## config.mk

```make
export PLATFORM = sky130hd
export DESIGN_NAME = fifo_push_arb
export DESIGN_NICKNAME = d
export VERILOG_FILES = /design/src/rtl/fifo_push_arb.sv
export SDC_FILE = /design/constraint.sdc
export NUM_CORES = 1
export LEC_CHECK = 0
export CORE_MARGIN = 4
export CORE_UTILIZATION = 37
export CTS_CLUSTER_SIZE = 30
export DETAILED_ROUTE_END_ITERATION = 7
export PLACE_DENSITY = 0.81
export SYNTH_ARGS = -nofsm -noshare
export SYNTH_HDL_FRONTEND = slang
export SYNTH_SLANG_ARGS = --single-unit
```

## constraint.sdc

```tcl
create_clock -name clk -period 2 [get_ports clk]
set_clock_uncertainty 0.1 [all_clocks]
set_input_delay 0.4 -clock clk [delete_from_list [all_inputs] [get_ports clk]]
set_output_delay 0.4 -clock clk [all_outputs]
set_load 0.02 [all_outputs]
```

## src/rtl/fifo_push_arb.sv

```systemverilog
// Round-robin arbiter feeding one registered beat per cycle into a FIFO push port.
// Define FIFO_ARB_BURST_EN to hold the grant on one requester until its req_last beat.
module fifo_push_arb #(
   parameter int NUM_REQ_IDX = 2,
   parameter int SIZE        = 4
) (
   input  logic                              clk,
   input  logic                              rst,
   input  logic [(2**NUM_REQ_IDX)-1:0]       req_val,
   output logic [(2**NUM_REQ_IDX)-1:0]       req_rdy,
   input  logic [(2**NUM_REQ_IDX)*SIZE-1:0]  req_data,
   input  logic [(2**NUM_REQ_IDX)-1:0]       req_last,
   output logic                              out_val,
   input  logic                              out_rdy,
   output logic [SIZE-1:0]                   out_data,
   output logic [NUM_REQ_IDX-1:0]            out_id
);

   localparam int NUM_REQ = 2**NUM_REQ_IDX;

   logic                   out_val_reg;
   logic [SIZE-1:0]        out_data_reg;
   logic [NUM_REQ_IDX-1:0] out_id_reg;
   logic [NUM_REQ_IDX-1:0] rr_ptr_reg;

   logic [SIZE-1:0]        beat [NUM_REQ];
   logic [NUM_REQ-1:0]     eligible;
   logic [NUM_REQ_IDX-1:0] cand;
   logic [NUM_REQ_IDX-1:0] grant_idx;
   logic                   grant_found;
   logic                   slot_free;
   logic                   accept;
   logic                   end_arb;

`ifdef FIFO_ARB_BURST_EN
   logic                   lock_reg;
   logic [NUM_REQ_IDX-1:0] lock_owner_reg;
`endif

   genvar gi;
   generate
      for (gi = 0; gi < NUM_REQ; gi++) begin : g_req
         assign beat[gi] = req_data[gi*SIZE +: SIZE];
`ifdef FIFO_ARB_BURST_EN
         // an open burst makes every other requester ineligible, even if the owner idles
         assign eligible[gi] = req_val[gi] && (!lock_reg || (lock_owner_reg == NUM_REQ_IDX'(gi)));
`else
         assign eligible[gi] = req_val[gi];
`endif
         assign req_rdy[gi] = accept && (grant_idx == NUM_REQ_IDX'(gi));
      end
   endgenerate

   // Scan from the farthest offset down so the nearest eligible requester to rr_ptr wins.
   always_comb begin
      grant_found = 1'b0;
      grant_idx   = '0;
      cand        = '0;
      for (int k = NUM_REQ - 1; k >= 0; k--) begin
         cand = rr_ptr_reg + NUM_REQ_IDX'(k);
         if (eligible[cand]) begin
            grant_found = 1'b1;
            grant_idx   = cand;
         end
      end
   end

   assign slot_free = !out_val_reg || out_rdy;
   assign accept    = grant_found && slot_free && !rst;

`ifdef FIFO_ARB_BURST_EN
   assign end_arb = accept && req_last[grant_idx];

   always_ff @(posedge clk) begin
      if (rst) begin
         lock_reg       <= 1'b0;
         lock_owner_reg <= '0;
      end else if (accept) begin
         lock_reg       <= !req_last[grant_idx];
         lock_owner_reg <= grant_idx;
      end
   end
`else
   logic unused_last;
   assign unused_last = ^req_last;
   assign end_arb     = accept;
`endif

   always_ff @(posedge clk) begin
      if (rst) begin
         out_val_reg  <= 1'b0;
         out_data_reg <= '0;
         out_id_reg   <= '0;
         rr_ptr_reg   <= '0;
      end else begin
         if (accept) begin
            out_val_reg  <= 1'b1;
            out_data_reg <= beat[grant_idx];
            out_id_reg   <= grant_idx;
         end else if (out_rdy) begin
            out_val_reg  <= 1'b0;
         end
         if (end_arb) begin
            rr_ptr_reg <= grant_idx + NUM_REQ_IDX'(1);
         end
      end
   end

   assign out_val  = out_val_reg;
   assign out_data = out_data_reg;
   assign out_id   = out_id_reg;

endmodule

```

# Yosys cells after proc, flatten, opt, wreduce, memory -nomap -nowiden
# Index checks and enable logic that the tools add are counted.
# Widths: inputs -> output; s select.
op_classes:
  add_sub_neg: 4
  n_lt_le_gt_ge: 5
  eq_ne: 3
  muxes: 21
  n_bitwise: 1
  n_reduce_logical: 11
op_table:
  columns: ["operator", "n"]
  rows:
  - ["$lt 2x3->1 const B", 4]
  - ["$mux 1", 10]
  - ["$bmux 1 s2", 4]
  - ["$bmux 4 s2", 1]
  - ["$mux 2", 4]
  - ["$mux 4", 2]
  - ["$logic_and 1x1->1", 6]
  - ["$add 2x1->2 const B", 2]
  - ["$add 2x2->2 const B", 2]
  - ["$eq 2x2->1 const B", 2]
  - ["$ge 3x3->1 const B", 1]
  - ["$not 2->3", 1]
  - ["$eq 2x1->1 const B", 1]
  - ["$logic_not 1->1", 2]
  - ["$logic_not 2->1", 1]
  - ["$reduce_bool 2->1", 1]
  - ["$logic_or 1x1->1", 1]
word_totals:
  ff_bits: 9
  out_inout_bits: 11
  elab_cells: 49

# Logic depth before layout (Yosys ltp)
depth:
  depth_word: 11
  mapped_depth: 6

# Least setup slack after synthesis
# OpenSTA, ideal clock, no wires.
synth_path:
  path_type: "input-to-output"
  start: "in req_val[2]"
  end: "out req_rdy[3]"
  arrival_time_ns: 1.633
  t_required_ns: 1.500
  slack_ns: -0.133
  cell_stages: 4
  n_path_buf: 0
  cell_sequence: "nor2b_2 nor4b_4 nor2_1 nor3_1"
synth_via:
  elab_chain_cells: 9
  word_cells_on_any_way: 20
  cone_classes: "eq/ne (1); mux (16); reduce/logical (3)"
synth_rtl:
  columns: ["element", "line", "text"]
  rows:
  - ["start, declared", "9", "input logic [(2**NUM_REQ_IDX)-1:0] req_val,"]
  - ["$bmux 1 s2", "61", "if (eligible[cand]) begin"]
  - ["$mux 1 (implied by the code)", "61", null]
  - ["$mux 1 (4 in a row)", "61", null]
  - ["$logic_and 1x1->1 (2 in a row)", "69", "assign accept = grant_found && slot_free && !rst;"]
  - ["$logic_and 1x1->1 *", "50", "assign req_rdy[gi] = accept && (grant_idx == NUM_REQ_IDX'(gi));"]
  - ["end, declared", "10", "output logic [(2**NUM_REQ_IDX)-1:0] req_rdy,"]
# Every way passes the cells marked *; elsewhere a longest branch is shown, timed or not. The select of a mux whose other input is x is not followed.

# Worst setup path in the final report
layout_path:
  start: "in req_val[0]"
  end: "out req_rdy[1]"
# The elaborated chain is that of the path after synthesis.

==> metrics.cfg <==
[synthesis]
synth_enable_flop_cells=0
synth_top_area_cell=dfxtp_1
async_reset_ff_frac=0
synth-seq-cells=9
synth.distinct_cells=31
synthTopCellsByArea=dfxtp_1, a211oi_1, o211a_1
synth_area_per_cell_um2=8.64
ys.flop_type=dfxtp_1
ys_seq_area_frac=0.274
synthCells=76
synth_top_area_share=0.274
yosys_warnings=0
ys_top_cells_by_count=dfxtp_1, nor2_1, a211oi_1, o21ai_0, nand2_1
synth_area_um2=657
synth_fp_nets=103
synth_most_common_cell=dfxtp_1

[route]
first_pass_iters=2
drc=0
drt-total-wl_mm=2.28
ant_nets=0
wl_per_cell_um=14.5
vias_per_cell=5.06
drtIter0Drc=4
vias=800

[power_and_ir_drop]
power_frac_comb=0.529
vdd_drop_max_mv=0.440
p_sw_frac=0.354
leakage_uw=0.000563
p_per_area_mw_per_mm2=623
pwr-share-clk=0.185
switchingPower_uw=287
seqPwrFrac=0.286
intPower_uw=525

[cts]
cts.sinks=9
clk_pin_slew_ps=70
cts_hold_buf=0
clk_latency_ps=270
cts_tree=done
clockBufferDepth=2
cts_buffers=3
h-tree-depth=1
root_buffer=clkbuf_4

[setup_path]
critPathLaunchType=input port
crit_fanout=4
worst-r2r-setup-slack_ps=260
cp_data_required_time_ps=1500
cp.arrival_ps=1520
end_kind=output pin
path_class=in -> out

[cells_and_area]
area_growth_pct=98.3
nNetsFinal=162
drive_gt1_frac=0.440
largest_reg_flops=4
antenna_cells=0
n_fill_cell=104
final_cells=158

[sta]
rsz0062_at_grt=yes
worst_slack_ps=-23.5
setup_violations=1
final_max_slew_viol_count=0
hold_violations=0
min_period_ps=2020
tightest_slew_ps=297
max_slew_margin=0.801
holdWs_ps=362
fmax_mhz=494
fin_crit_sh=1.01

[die]
coreArea_mm2=0.00159
ioPinCount=38
start_util=0.412
rows=14
die_area_mm2=0.00251
die_w_um=50.1
chipHeight_um=50.1

[global_route]
first_global_vias=817
grt_pass1_wl_mm=3.44
grt_max_degree=9
grt_use_total=0.183
grt_overflow=0
antenna_found_initial=0

[placed_design]
dp_slack_ps=-948
io_buffers=33
place_congestion=0.749
dp.cells=147
dp_hpwl_mm=1.66

[job]
maxCapViolCount=0

[outcome]
violations=setup timing
outcome=finished with violations

[hold_path]
hold_class=reg -> reg

[layer usage]
metal / global-route usage / vias to the layer above / wire length (µm)
met3: 0.0562 / 2 / 151
met2: 0.357 / 24 / 1230
li1: - / 397 / -
met5: 0 / - / 0
met1: 0.174 / 377 / 887
met4: 0.0737 / 0 / 18
[power groups by stage]
stage	sequential, µW	clock (µW)	combinational [µW]
after floorplan	252	0	188
after global placement	229	0	369
after detailed placement	229	0	381
after CTS	231	157	412
after global routing	236	165	456
final	232	150	429
[final cells by class]
class	instances	area (µm²)	area share
inverters	4	15.0	0.0115
repair buffers	58	508	0.390
multi-input cells	59	536	0.411
flip-flops and latches	9	188	0.144
clock buffers	4	26.3	0.0202
well taps	24	30.0	0.0231
[kinds of logic (layout without fill, tap and decap cells)]
logic type	Yosys count	count (layout)	share of synthesized area
buffers and inverters	8	66	0.0647
xor gates and xnor gates	1	1	0.0133
and+or+nand+nor	33	33	0.347
AOI/OAI and AO/OA	25	25	0.301
DFF	9	9	0.274
[critical path: stages]
cell and delay (ps):
clkbuf_4 160, nor2b_4 140, nor4b_4 340, or2_4 200, and3_4 180, buf_6 110
[final timing paths]
path                 start     endpoint  cells past startpoint
max             req_val[0]   req_rdy[1]                      6
min            out_data[0]  out_data[0]                      2
max reg2reg  rr_ptr_reg[0]  out_data[3]                      7
min reg2reg    out_data[0]  out_data[0]                      2
[what timing repair did]
| item | CTS | global route |
|---|---|---|
| pin swaps | 9 | 6 |
| setup buffers | 6 | 1 |
| cloned | 0 | 0 |
| resized for setup | 56 | 9 |
| setup endpoints to repair | 8 | 4 |
[metrics by stage]
| step | cell area (µm²) | total power [µW] | util | TNS, ps |
|---|---|---|---|---|
| after floorplan | 693 | 440 | - | 0 |
| after global placement | 1160 | 597 | 0.727 | -5130 |
| after detailed placement | 1160 | 610 | 0.727 | -5960 |
| after CTS | 1260 | 799 | 0.794 | -8.99 |
| after global routing | 1300 | 858 | 0.817 | -189 |
| final | 1300 | 812 | 0.817 | -23.5 |
[placed cells by master, fill, tap and decap left out, types with 4 or more instances in the layout]
cell type	n
nor2b_4	5
inv_1	4
nor2_1	5
clkbuf_4	5
buf_4	26
nand2_1	5
nor3b_1	4
o21ai_0	6
o211a_1	4
clkdlybuf4s50_1	23
buf_6	4
dfxtp_1	7
a211oi_1	6
(Power assumes the default switching activity.)
